## src/rtl/keypad_entry.sv

```systemverilog
// keypad_entry: builds a signed decimal operand from keypad presses.
// Up to six BCD digits are collected for the display, with an optional sign.
// Enter converts the BCD magnitude to binary with a 24-step reverse double-dabble
// and presents the result as a 32-bit two's-complement value.
// Optional feature macro: KEYPAD_SIGN_EN (sign toggle key and negative results).
module keypad_entry (
    input  logic        clk,
    input  logic        rst_n,
    input  logic        key_valid,
    input  logic [3:0]  key_code,
    output logic [23:0] BCD_I,
    output logic        sign,
    output logic        busy,
    output logic [31:0] value,
    output logic        value_valid
);

    typedef enum logic [1:0] {
        IDLE = 2'd0,
        CONV = 2'd1,
        DONE = 2'd2
    } state_t;

    localparam logic [3:0] KEY_SIGN  = 4'hA;
    localparam logic [3:0] KEY_BACK  = 4'hB;
    localparam logic [3:0] KEY_CLEAR = 4'hC;
    localparam logic [3:0] KEY_ENTER = 4'hD;

    localparam int         NUM_DIGITS = 6;
    localparam logic [4:0] LAST_STEP  = 5'd24;

    state_t      state_reg;
    logic [23:0] bcd_reg;
    logic [2:0]  count_reg;
    logic [47:0] shift_reg;
    logic [4:0]  step_reg;
    logic        busy_reg;
    logic [31:0] value_reg;
    logic        valid_reg;
    logic        sign_reg;

    // Key decode; only meaningful while idle and strobed.
    logic key_take;
    logic is_digit;
    logic is_back;
    logic is_clear;
    logic is_enter;
    logic is_sign;
    logic digits_full;
    logic digits_empty;
    logic conv_last;

    assign key_take     = key_valid && (state_reg == IDLE);
    assign is_digit     = key_take && (key_code <= 4'd9);
    assign is_back      = key_take && (key_code == KEY_BACK);
    assign is_clear     = key_take && (key_code == KEY_CLEAR);
    assign is_enter     = key_take && (key_code == KEY_ENTER);
    assign digits_full  = (count_reg == 3'(NUM_DIGITS));
    assign digits_empty = (count_reg == 3'd0);
    assign conv_last    = (state_reg == CONV) && (step_reg == LAST_STEP);

`ifdef KEYPAD_SIGN_EN
    assign is_sign = key_take && (key_code == KEY_SIGN);
`else
    assign is_sign = 1'b0;
`endif

    // One reverse double-dabble step: shift right, then pull each BCD nibble
    // that landed at 8 or above back down by 3 (undoing the x2 of decimal carry).
    logic [47:0] shifted;
    logic [47:0] dabbled;

    assign shifted       = {1'b0, shift_reg[47:1]};
    assign dabbled[23:0] = shifted[23:0];

    generate
        for (genvar gi = 0; gi < NUM_DIGITS; gi++) begin : g_nibble_fix
            logic [3:0] nib;
            assign nib = shifted[24 + 4*gi +: 4];
            assign dabbled[24 + 4*gi +: 4] = (nib >= 4'd8) ? (nib - 4'd3) : nib;
        end
    endgenerate

    // Final magnitude sits in the low 24 bits once all steps are done.
    logic [31:0] magnitude;
    logic [31:0] result;

    assign magnitude = {8'h00, shift_reg[23:0]};

`ifdef KEYPAD_SIGN_EN
    // Negating a zero magnitude gives zero, so negative zero needs no special case.
    assign result = sign_reg ? (32'd0 - magnitude) : magnitude;
`else
    assign result = magnitude;
`endif

    // Digit buffer, digit count and the entry/conversion state machine.
    always_ff @(posedge clk or negedge rst_n) begin
        if (!rst_n) begin
            state_reg <= IDLE;
            bcd_reg   <= 24'h0;
            count_reg <= 3'd0;
            shift_reg <= 48'h0;
            step_reg  <= 5'd0;
            busy_reg  <= 1'b0;
            value_reg <= 32'h0;
            valid_reg <= 1'b0;
        end else begin
            case (state_reg)
                IDLE: begin
                    valid_reg <= 1'b0;
                    if (is_digit && !digits_full) begin
                        bcd_reg   <= {bcd_reg[19:0], key_code};
                        count_reg <= count_reg + 3'd1;
                    end else if (is_back && !digits_empty) begin
                        bcd_reg   <= {4'h0, bcd_reg[23:4]};
                        count_reg <= count_reg - 3'd1;
                    end else if (is_clear) begin
                        bcd_reg   <= 24'h0;
                        count_reg <= 3'd0;
                    end else if (is_enter) begin
                        shift_reg <= {bcd_reg, 24'h0};
                        step_reg  <= 5'd0;
                        busy_reg  <= 1'b1;
                        state_reg <= CONV;
                    end
                end
                CONV: begin
                    // Steps 0..23 shift; the extra pass at 24 publishes the result
                    // so that the DONE cycle lines up with the valid pulse.
                    if (conv_last) begin
                        value_reg <= result;
                        valid_reg <= 1'b1;
                        bcd_reg   <= 24'h0;
                        count_reg <= 3'd0;
                        state_reg <= DONE;
                    end else begin
                        shift_reg <= dabbled;
                        step_reg  <= step_reg + 5'd1;
                    end
                end
                DONE: begin
                    valid_reg <= 1'b0;
                    busy_reg  <= 1'b0;
                    state_reg <= IDLE;
                end
                default: begin
                    state_reg <= IDLE;
                    busy_reg  <= 1'b0;
                    valid_reg <= 1'b0;
                end
            endcase
        end
    end

`ifdef KEYPAD_SIGN_EN
    // Sign flag: toggled by its key, dropped on clear and after each conversion.
    always_ff @(posedge clk or negedge rst_n) begin
        if (!rst_n) begin
            sign_reg <= 1'b0;
        end else if (is_sign) begin
            sign_reg <= ~sign_reg;
        end else if (is_clear || conv_last) begin
            sign_reg <= 1'b0;
        end
    end
`else
    assign sign_reg = 1'b0;
`endif

    assign BCD_I       = bcd_reg;
    assign sign        = sign_reg;
    assign busy        = busy_reg;
    assign value       = value_reg;
    assign value_valid = valid_reg;

endmodule

```

## config.mk

```make
export PLATFORM = sky130hd
export DESIGN_NAME = keypad_entry
export DESIGN_NICKNAME = d
export VERILOG_FILES = /design/src/rtl/keypad_entry.sv
export SDC_FILE = /design/constraint.sdc
export NUM_CORES = 1
export LEC_CHECK = 0
export CAP_MARGIN = 10
export CORE_MARGIN = 5
export CORE_UTILIZATION = 55
export CTS_CLUSTER_DIAMETER = 40
export DETAILED_ROUTE_END_ITERATION = 7
export MAX_ROUTING_LAYER = met4
export PLACE_DENSITY = 0.89
export SKIP_LAST_GASP = 1
export SYNTH_ARGS = -nofsm -noshare
export SYNTH_HDL_FRONTEND = slang
export SYNTH_SLANG_ARGS = --single-unit
```

## constraint.sdc

```tcl
create_clock -name clk -period 2.14 [get_ports clk]
set_input_delay 0.214 -clock clk [delete_from_list [all_inputs] [get_ports clk]]
set_output_delay 0.214 -clock clk [all_outputs]
set_load 0.05 [all_outputs]
```

Word level (Yosys, flattened, before mapping)
Cells that the tools add are included.

cells by class
  add/subtract/negate cells = 9
  $lt $le $gt $ge = 7
  equal/unequal tests = 13
  muxes and demuxes = 41
  bitwise gates (word level) = 1
  reductions and logical operators = 18

operators with widths
  operator                                                                              number
  48-bit two-way mux                                                                    5
  24-bit two-way mux                                                                    4
  48-bit one-hot mux with 2 select lines                                                1
  24-bit one-hot mux with 2 select lines                                                1
  5-bit two-way mux                                                                     5
  4-bit two-way mux                                                                     6
  4-bit greater-or-equal comparator (second input constant)                             5
  4-bit by 2-bit subtractor with 4-bit output (second input constant)                   5
  4-bit == test (second input constant)                                                 3
  3-bit two-way mux                                                                     4
  2-bit inequality test (second input constant)                                         6
  2-bit two-way mux                                                                     5
  5-bit one-hot mux with 2 select lines                                                 1
  5-bit AND reduction                                                                   2
  1-bit logical AND                                                                     8
  1-bit two-way mux                                                                     6
  3-bit one-hot mux with 2 select lines                                                 1
  6-bit AND reduction                                                                   1
  5-bit by 1-bit adder with 5-bit output (second input constant)                        1
  5-bit == test (second input constant)                                                 1
  3-bit by 4-bit greater-or-equal comparator with 1-bit output (second input constant)  1
  4-bit less-or-equal comparator (second input constant)                                1
  4-bit by 2-bit inequality test with 1-bit output (second input constant)              1
  2-bit one-hot mux with 2 select lines                                                 1
  other kinds (13)                                                                      14

word-level totals
  register bits after elaboration = 108
  input port bits = 7
  output and inout port bits = 59
  logic and storage cells = 97

Depth between registers and ports, before layout
Gate-level depths: netlist of run 1.

  depth after elaboration = 8
  gate-level depth with buffers = 9
  mapped depth without buffers = 7

Worst setup path after synthesis of run 1
OpenSTA, ideal clock, no wires.

  path type = register -> register
  start = register step_reg[0]
  end = register value_reg[10], in the netlist value[10]
  library setup time = 0.125 ns
  arrival time = 1.750 ns
  data required time = 2.015 ns
  slack = 0.265 ns
  cell stages (with the launch flop) = 9
  path buffers = 3
  cells stage by stage = dfrtp_1 inv_1 ha_1 and4b_1 buf_2 and2_1 buf_2 buf_2 mux2_2

between the ends
  longest elaborated chain between the ends = 3

ends and longest elaborated chain
  item                                  line  text
  start: declaration                    36    logic [4:0] step_reg;
  start signal: assignment              139   step_reg <= step_reg + 5'd1;
  5-bit == test                         60    assign conv_last = (state_reg == CONV) && (step_reg == LAST_STEP);
  1-bit logical AND                     60
  2-bit AND reduction (no source line)  --
  end signal: assignment                132   value_reg <= result;
  end: declaration                      38    logic [31:0] value_reg;

Every way passes these cells.
A chain may end at the register's enable or synchronous reset.

Worst setup path after layout of run 1
  start = register step_reg[1]
  end = register step_reg[4]

between the ends
  longest elaborated chain between the ends = 4

ends and longest elaborated chain
  item
  parallel branches: the longest is 4 deep, another holds 5-bit by 1-bit adder with 5-bit output

Parallel ways; which one is timed is not known. The select of a mux whose other input is x is not followed.

==> impl_metrics.toml, run 1 <==
[die]
core_um2 = 9153
pin_count = 66
placementRows = 35
start_util_pct = 55.86
chipWidth_um = 106.4
die_h_um = 106.4
die_area_um2 = 11320

[synthesis]
synthSimpleGateAreaFrac_pct = 7.097
yosysTopAreaCellShare_pct = 52.86
synth_edf_count = 0
ys_ff_latch = 108
ys_types = 51
synth_common_cells = "dfrtp_1 (108), o21ai_0 (36), mux2_2 (30)"
synthFlopType = "dfrtp_1"
synth_mux_area_share_pct = 8.174
synth_xor_area_share_pct = 1.713
synth_area_leaders = "dfrtp_1 (53%), mux2_2 (6.6%), a22o_1 (5.0%)"
syn_area_um2 = 5112
synth_top_family_by_area = "compound AO/OA/AOI/OAI gates"
synthCells = 450
async_reset_ff_share_pct = 100.0
synth_seq_area_share_pct = 52.86
synth.most_common_cell = "dfrtp_1"
synth-adder-area-share_pct = 3.916
synth_top_cell_by_area = "dfrtp_1"
synth_compound_area_share_pct = 20.90
avgSynthCellArea_um2 = 11.36
ys.warnings.count = 0

[cts]
cts_setup_buffers = 0
cts-root-buf = "clkbuf_8"
htree_num_levels = 3
cts.path.max_buffers = 2
cts_made_buffers = 9
cts.sinks = 108
insertion_delay_ps = 390
cts_tree = "built"
clk_pin_slew_ps = 110

[placement]
hpwl_mm = 7.860
gp_congestion = 0.8968
port_buffers = 56

[drt]
drcViolationCount = 0
via_per_inst = 6.068
dr.pass1.iters = 5
drt-total-wl_mm = 11.44
vias = 3811
ant_nets = 0
drt_iter0_drc = 273
avgRoutedWirePerCell_um = 18.21

[sta]
holdWs_ps = 368.3
post-route-period-util_pct = 94.35
setup_violations = 0
period_needed_ps = 2019
slew_viol_final = 0
final-hold-violation-count = 0
rsz0062_at_grt = "false"
finalSetupTns_ps = 0
max_slew_margin_pct = 59.57
worst_pin_slew_ps = 606.5
finClkSkew_ps = 12.03
max_freq_mhz = 495.3

[final_layout]
largest_reg_flops = 48
area.growth.synth_to_final_pct = 19.65
multiInputGateArea_um2 = 2171
fin_nets = 535
fillers = 672
final_layout_size_suffix_gt1_share_pct = 14.70
n_antenna_cell = 0
ff_latch_area_um2 = 2703

[global_route]
grt_usage_pct = 22.11
grt_max_degree = 46
antenna_found_initial = 0
grt_pass1_vias = 3910
grt_pass1_wl_mm = 19.55
overflow = 0

[setup_path]
crit_path_cell_trace = "inv_1, ha_1, and4b_1, a21o_1, or4_1, a21oi_1"
cp_max_fo = 7
endpoint_kind = "flop"
critPathLaunchType = "flop"
critical-path-slowest-cell = "or4_1"
crit_path_max_incr_delay_ps = 510
arrival_ps = 2320
cp_data_required_time_ps = 2440
worstSetupPathType = "flop to flop"

[status]
status = "finished, final reports clean"

[hold_path]
hold_class = "input pin to async pin"

[power]
power_leakage_nw = 2.745
powerDensity_nw_per_um2 = 1291
peakVddDrop_v = 0.0008218

[flow_run]
maxCapViolations = 0
==> logic make-up (layout without fill, tap and decap cells) <==
| logic type | count (synthesis) | count (layout) |
|---|---|---|
| flip-flops | 108 | 108 |
| XOR/XNOR | 10 | 10 |
| buffers and inverters | 59 | 118 |
| adder cells (fa/ha/maj) | 16 | 16 |
| other | 1 | 9 |
| AO/OA/AOI/OAI | 150 | 150 |
| AND/OR/NAND/NOR | 68 | 68 |
| multiplexers | 38 | 38 |
==> cell usage in the layout (no fill, tap or decap), types with 4 or more instances in the layout <==
cell type,Yosys,layout
nor2_1,20,20
conb_1,1,9
buf_12,0,5
and2_1,4,4
mux2_2,30,30
xnor2_1,10,10
buf_4,9,20
dfrtp_1,108,108
inv_1,20,20
clkbuf_8,0,9
nor3_1,4,4
nor2b_1,7,7
a22o_1,29,29
a22oi_1,21,21
mux2i_1,8,8
ha_1,16,16
o2bb2ai_1,18,18
clkdlybuf4s50_1,0,55
nand3_1,4,4
nand2_1,13,13
a21oi_1,18,18
o21ai_0,36,36
==> per-stage QoR <==
step                instance area (um2)  cells  setup slack (ps)  total power [mW]  utilization, %
floorplan                          5142    458             264.9             5.417               -
global placement                   5892    611             89.52             6.435           64.37
detailed placement                 5892    611             46.48             6.595           64.37
CTS                                6117    628             90.35             7.903           66.84
global route                       6117    628             19.76             8.376           66.84
finish                             6117    628             120.9             7.895           66.84
==> final timing paths <==
kind,startpoint,endpoint,slack [ps],depth (start not counted)
max,step_reg[1],step_reg[4],120,6
min,rst_n,BCD_I[18],370,2
max reg2reg,step_reg[1],step_reg[4],120,6
min reg2reg,shift_reg[0],shift_reg[0],510,1
max in group asynchronous,rst_n,value[2],1170,3
min in group clk,shift_reg[0],shift_reg[0],510,1
==> worst max-delay path: cells and delay by family (launching register included) <==
family | cells | cell delay, ps
AO/OA/AOI/OAI | 2 | 490
adder cells (fa/ha/maj) | 1 | 170
buffers and inverters | 1 | 80
flip-flops | 1 | 420
AND/OR/NAND/NOR | 2 | 780
==> power breakdown <==
part	total, mW	internal [mW]	switching [mW]
Combinational	3.36	1.36	2.00
Sequential	3.24	2.60	0.644
Clock	1.29	0.479	0.810
Total	7.90	4.44	3.45
==> routing by layer <==
metal / share of wire, % / routed length [um] / vias to the layer above / GRT usage (%)
met5: 0 / 0 / - / -
met4: 2.1 / 240 / 0 / 7.945
met3: 6.0 / 686 / 18 / 4.797
met2: 49 / 5586 / 165 / 34.21
met1: 43 / 4923 / 1890 / 29.02
li1: - / - / 1738 / -
==> layout make-up <==
type | instances | share of cell area (%)
sequential | 108 | 44.18
tap | 111 | 2.270
inverter | 21 | 1.289
clock inverter | 7 | 1.493
timing repair buffer | 81 | 13.25
clock buffer | 9 | 2.025
multi-input combinational | 291 | 35.49
==> repair_timing <==
item,in CTS,in global routing
endpoints found under the hold margin,43,0
hold buffers,1,0
endpoints found under the setup margin,0,1
gates resized for setup,0,1
(Power assumes the default switching activity.)
==> run 2: changes to the inputs <==
CORE_ASPECT_RATIO = 1.75   (was default)
==> impl_metrics.toml, run 2 (synthesis results as in run 1) <==
[placement]
gp_congestion = 0.8926
dpl-instance-area_um2 = 5861
dp.cells = 616
hpwl_mm = 8.559
port_buffers = 56

[setup_path]
crit_family = "simple AND/OR/NAND/NOR gates"
critPathLaunchType = "flop"
crit_path_cell_trace = "inv_1, ha_1, and4b_2, a21o_1, or4_1, a21oi_1"
cp_data_required_time_ps = 2410
endpoint_kind = "flop"
arrival_ps = 2250
crit_buf_inv = 1
worstSetupPathType = "flop to flop"
critical-path-slowest-cell = "or4_1"
cp_max_fo = 9
crit_path_max_incr_delay_ps = 490

[die]
start_util_pct = 56.22
chipWidth_um = 82.88
die_area_um2 = 11400
placementRows = 46
pin_count = 66
core_um2 = 9094
die_h_um = 137.5

[cts]
insertion_delay_ps = 340
cts_made_buffers = 9
cts.sinks = 108
clk_pin_slew_ps = 70
htree_num_levels = 3
cts.path.max_buffers = 2
cts-root-buf = "clkbuf_16"
cts_setup_buffers = 0
cts_tree = "built"

[drt]
dr.pass1.iters = 7
vias = 3884
drcViolationCount = 0
drt_iter0_drc = 257
avgRoutedWirePerCell_um = 18.84
ant_nets = 0
drt-total-wl_mm = 11.93
via_per_inst = 6.136

[final_layout]
n_antenna_cell = 0
multiInputGateArea_um2 = 2175
fin_nets = 531
fillers = 678
area.growth.synth_to_final_pct = 20.44
post_layout_nonfiller_instances = 633
final_layout_size_suffix_gt1_share_pct = 14.42
ff_latch_area_um2 = 2703
largest_reg_flops = 48
final_core_util_pct = 67.71
final_cell_mix = "dfrtp_1 (108), clkdlybuf4s50_1 (55), o21ai_0 (36)"
stdcell_area_um2 = 6157
layout_commonest_cell = "dfrtp_1"

[flow_run]
maxCapViolations = 0

[sta]
max_slew_margin_pct = 62.91
holdWs_ps = 336.6
post-route-period-util_pct = 92.84
slew_viol_final = 0
max_freq_mhz = 503.3
finalSetupTns_ps = 0
worst_pin_slew_ps = 556.4
period_needed_ps = 1987
setup_violations = 0
final-hold-violation-count = 0
finClkSkew_ps = 5.281
rsz0062_at_grt = "false"

[global_route]
grt_usage_pct = 22.65
overflow = 0
grt_pass1_wl_mm = 20.20
antenna_found_initial = 0
grt_max_degree = 49
grt_pass1_vias = 4057

[power]
power_leakage_nw = 2.746
peakVddDrop_v = 0.0007710
powerDensity_nw_per_um2 = 1323

[hold_path]
hold_class = "input pin to async pin"

[status]
status = "finished, final reports clean"
-- run 2: cell count changes in the layout (fill, tap and decap cells not counted), sizes merged --
cell	change
buf	-4
clkbuf	+2
clkinv	-3
clkinvlp	+3
inv	-2
-- run 2: worst paths after layout --
check | startpoint | endpoint | slack, ps | cells past startpoint
worst min-delay path | rst_n | BCD_I[18] | 340 | 2
max in group asynchronous | rst_n | shift_reg[23] | 1040 | 3
worst max register to register | step_reg[0] | step_reg[4] | 150 | 6
worst min register to register | shift_reg[47] | shift_reg[47] | 500 | 1
min in group clk | shift_reg[47] | shift_reg[47] | 500 | 1
worst max-delay path | step_reg[0] | step_reg[4] | 150 | 6
-- run 2: power by group --
group	switching (mW)	internal, mW	leakage (nW)
sequential	0.664	2.61	1.47
combinational	1.99	1.34	1.15
clock	0.723	0.825	0.133
total	3.37	4.77	2.75
-- run 2: repair_timing --
action,CTS,global route
resized for setup,0,3
hold buffers,1,0
endpoints found under the hold margin,28,0
endpoints found under the setup margin,0,7
-- run 2: per-layer routing --
layer	vias up	part of all wire (%)	global-route usage [%]
met1	1952	39	25.03
met2	144	52	38.71
met3	46	4.9	4.608
met4	0	4.3	11.91
met5	-	0	-
li1	1742	-	-
-- run 2: layout make-up --
class	instances	area share, %
Tap cell	120	2.439
Multi-Input combinational cell	291	35.32
Clock inverter	5	0.5893
Clock buffer	11	3.942
Inverter	21	1.341
Timing Repair Buffer	77	12.48
Sequential cell	108	43.89
-- run 2: through the flow --
step | worst slack [ps] | power (mW)
final | 153.2 | 8.147
after global routing | 26.22 | 8.589
after CTS | 62.07 | 8.152
after detailed placement | 18.03 | 6.607
after global placement | 85.63 | 6.428
after floorplan | 264.9 | 5.417
==> run 3: changes to the inputs <==
SLEW_MARGIN = 15   (was default)
==> results of run 3 <==
Final layout, timing and power as in run 2 (identical DEF).
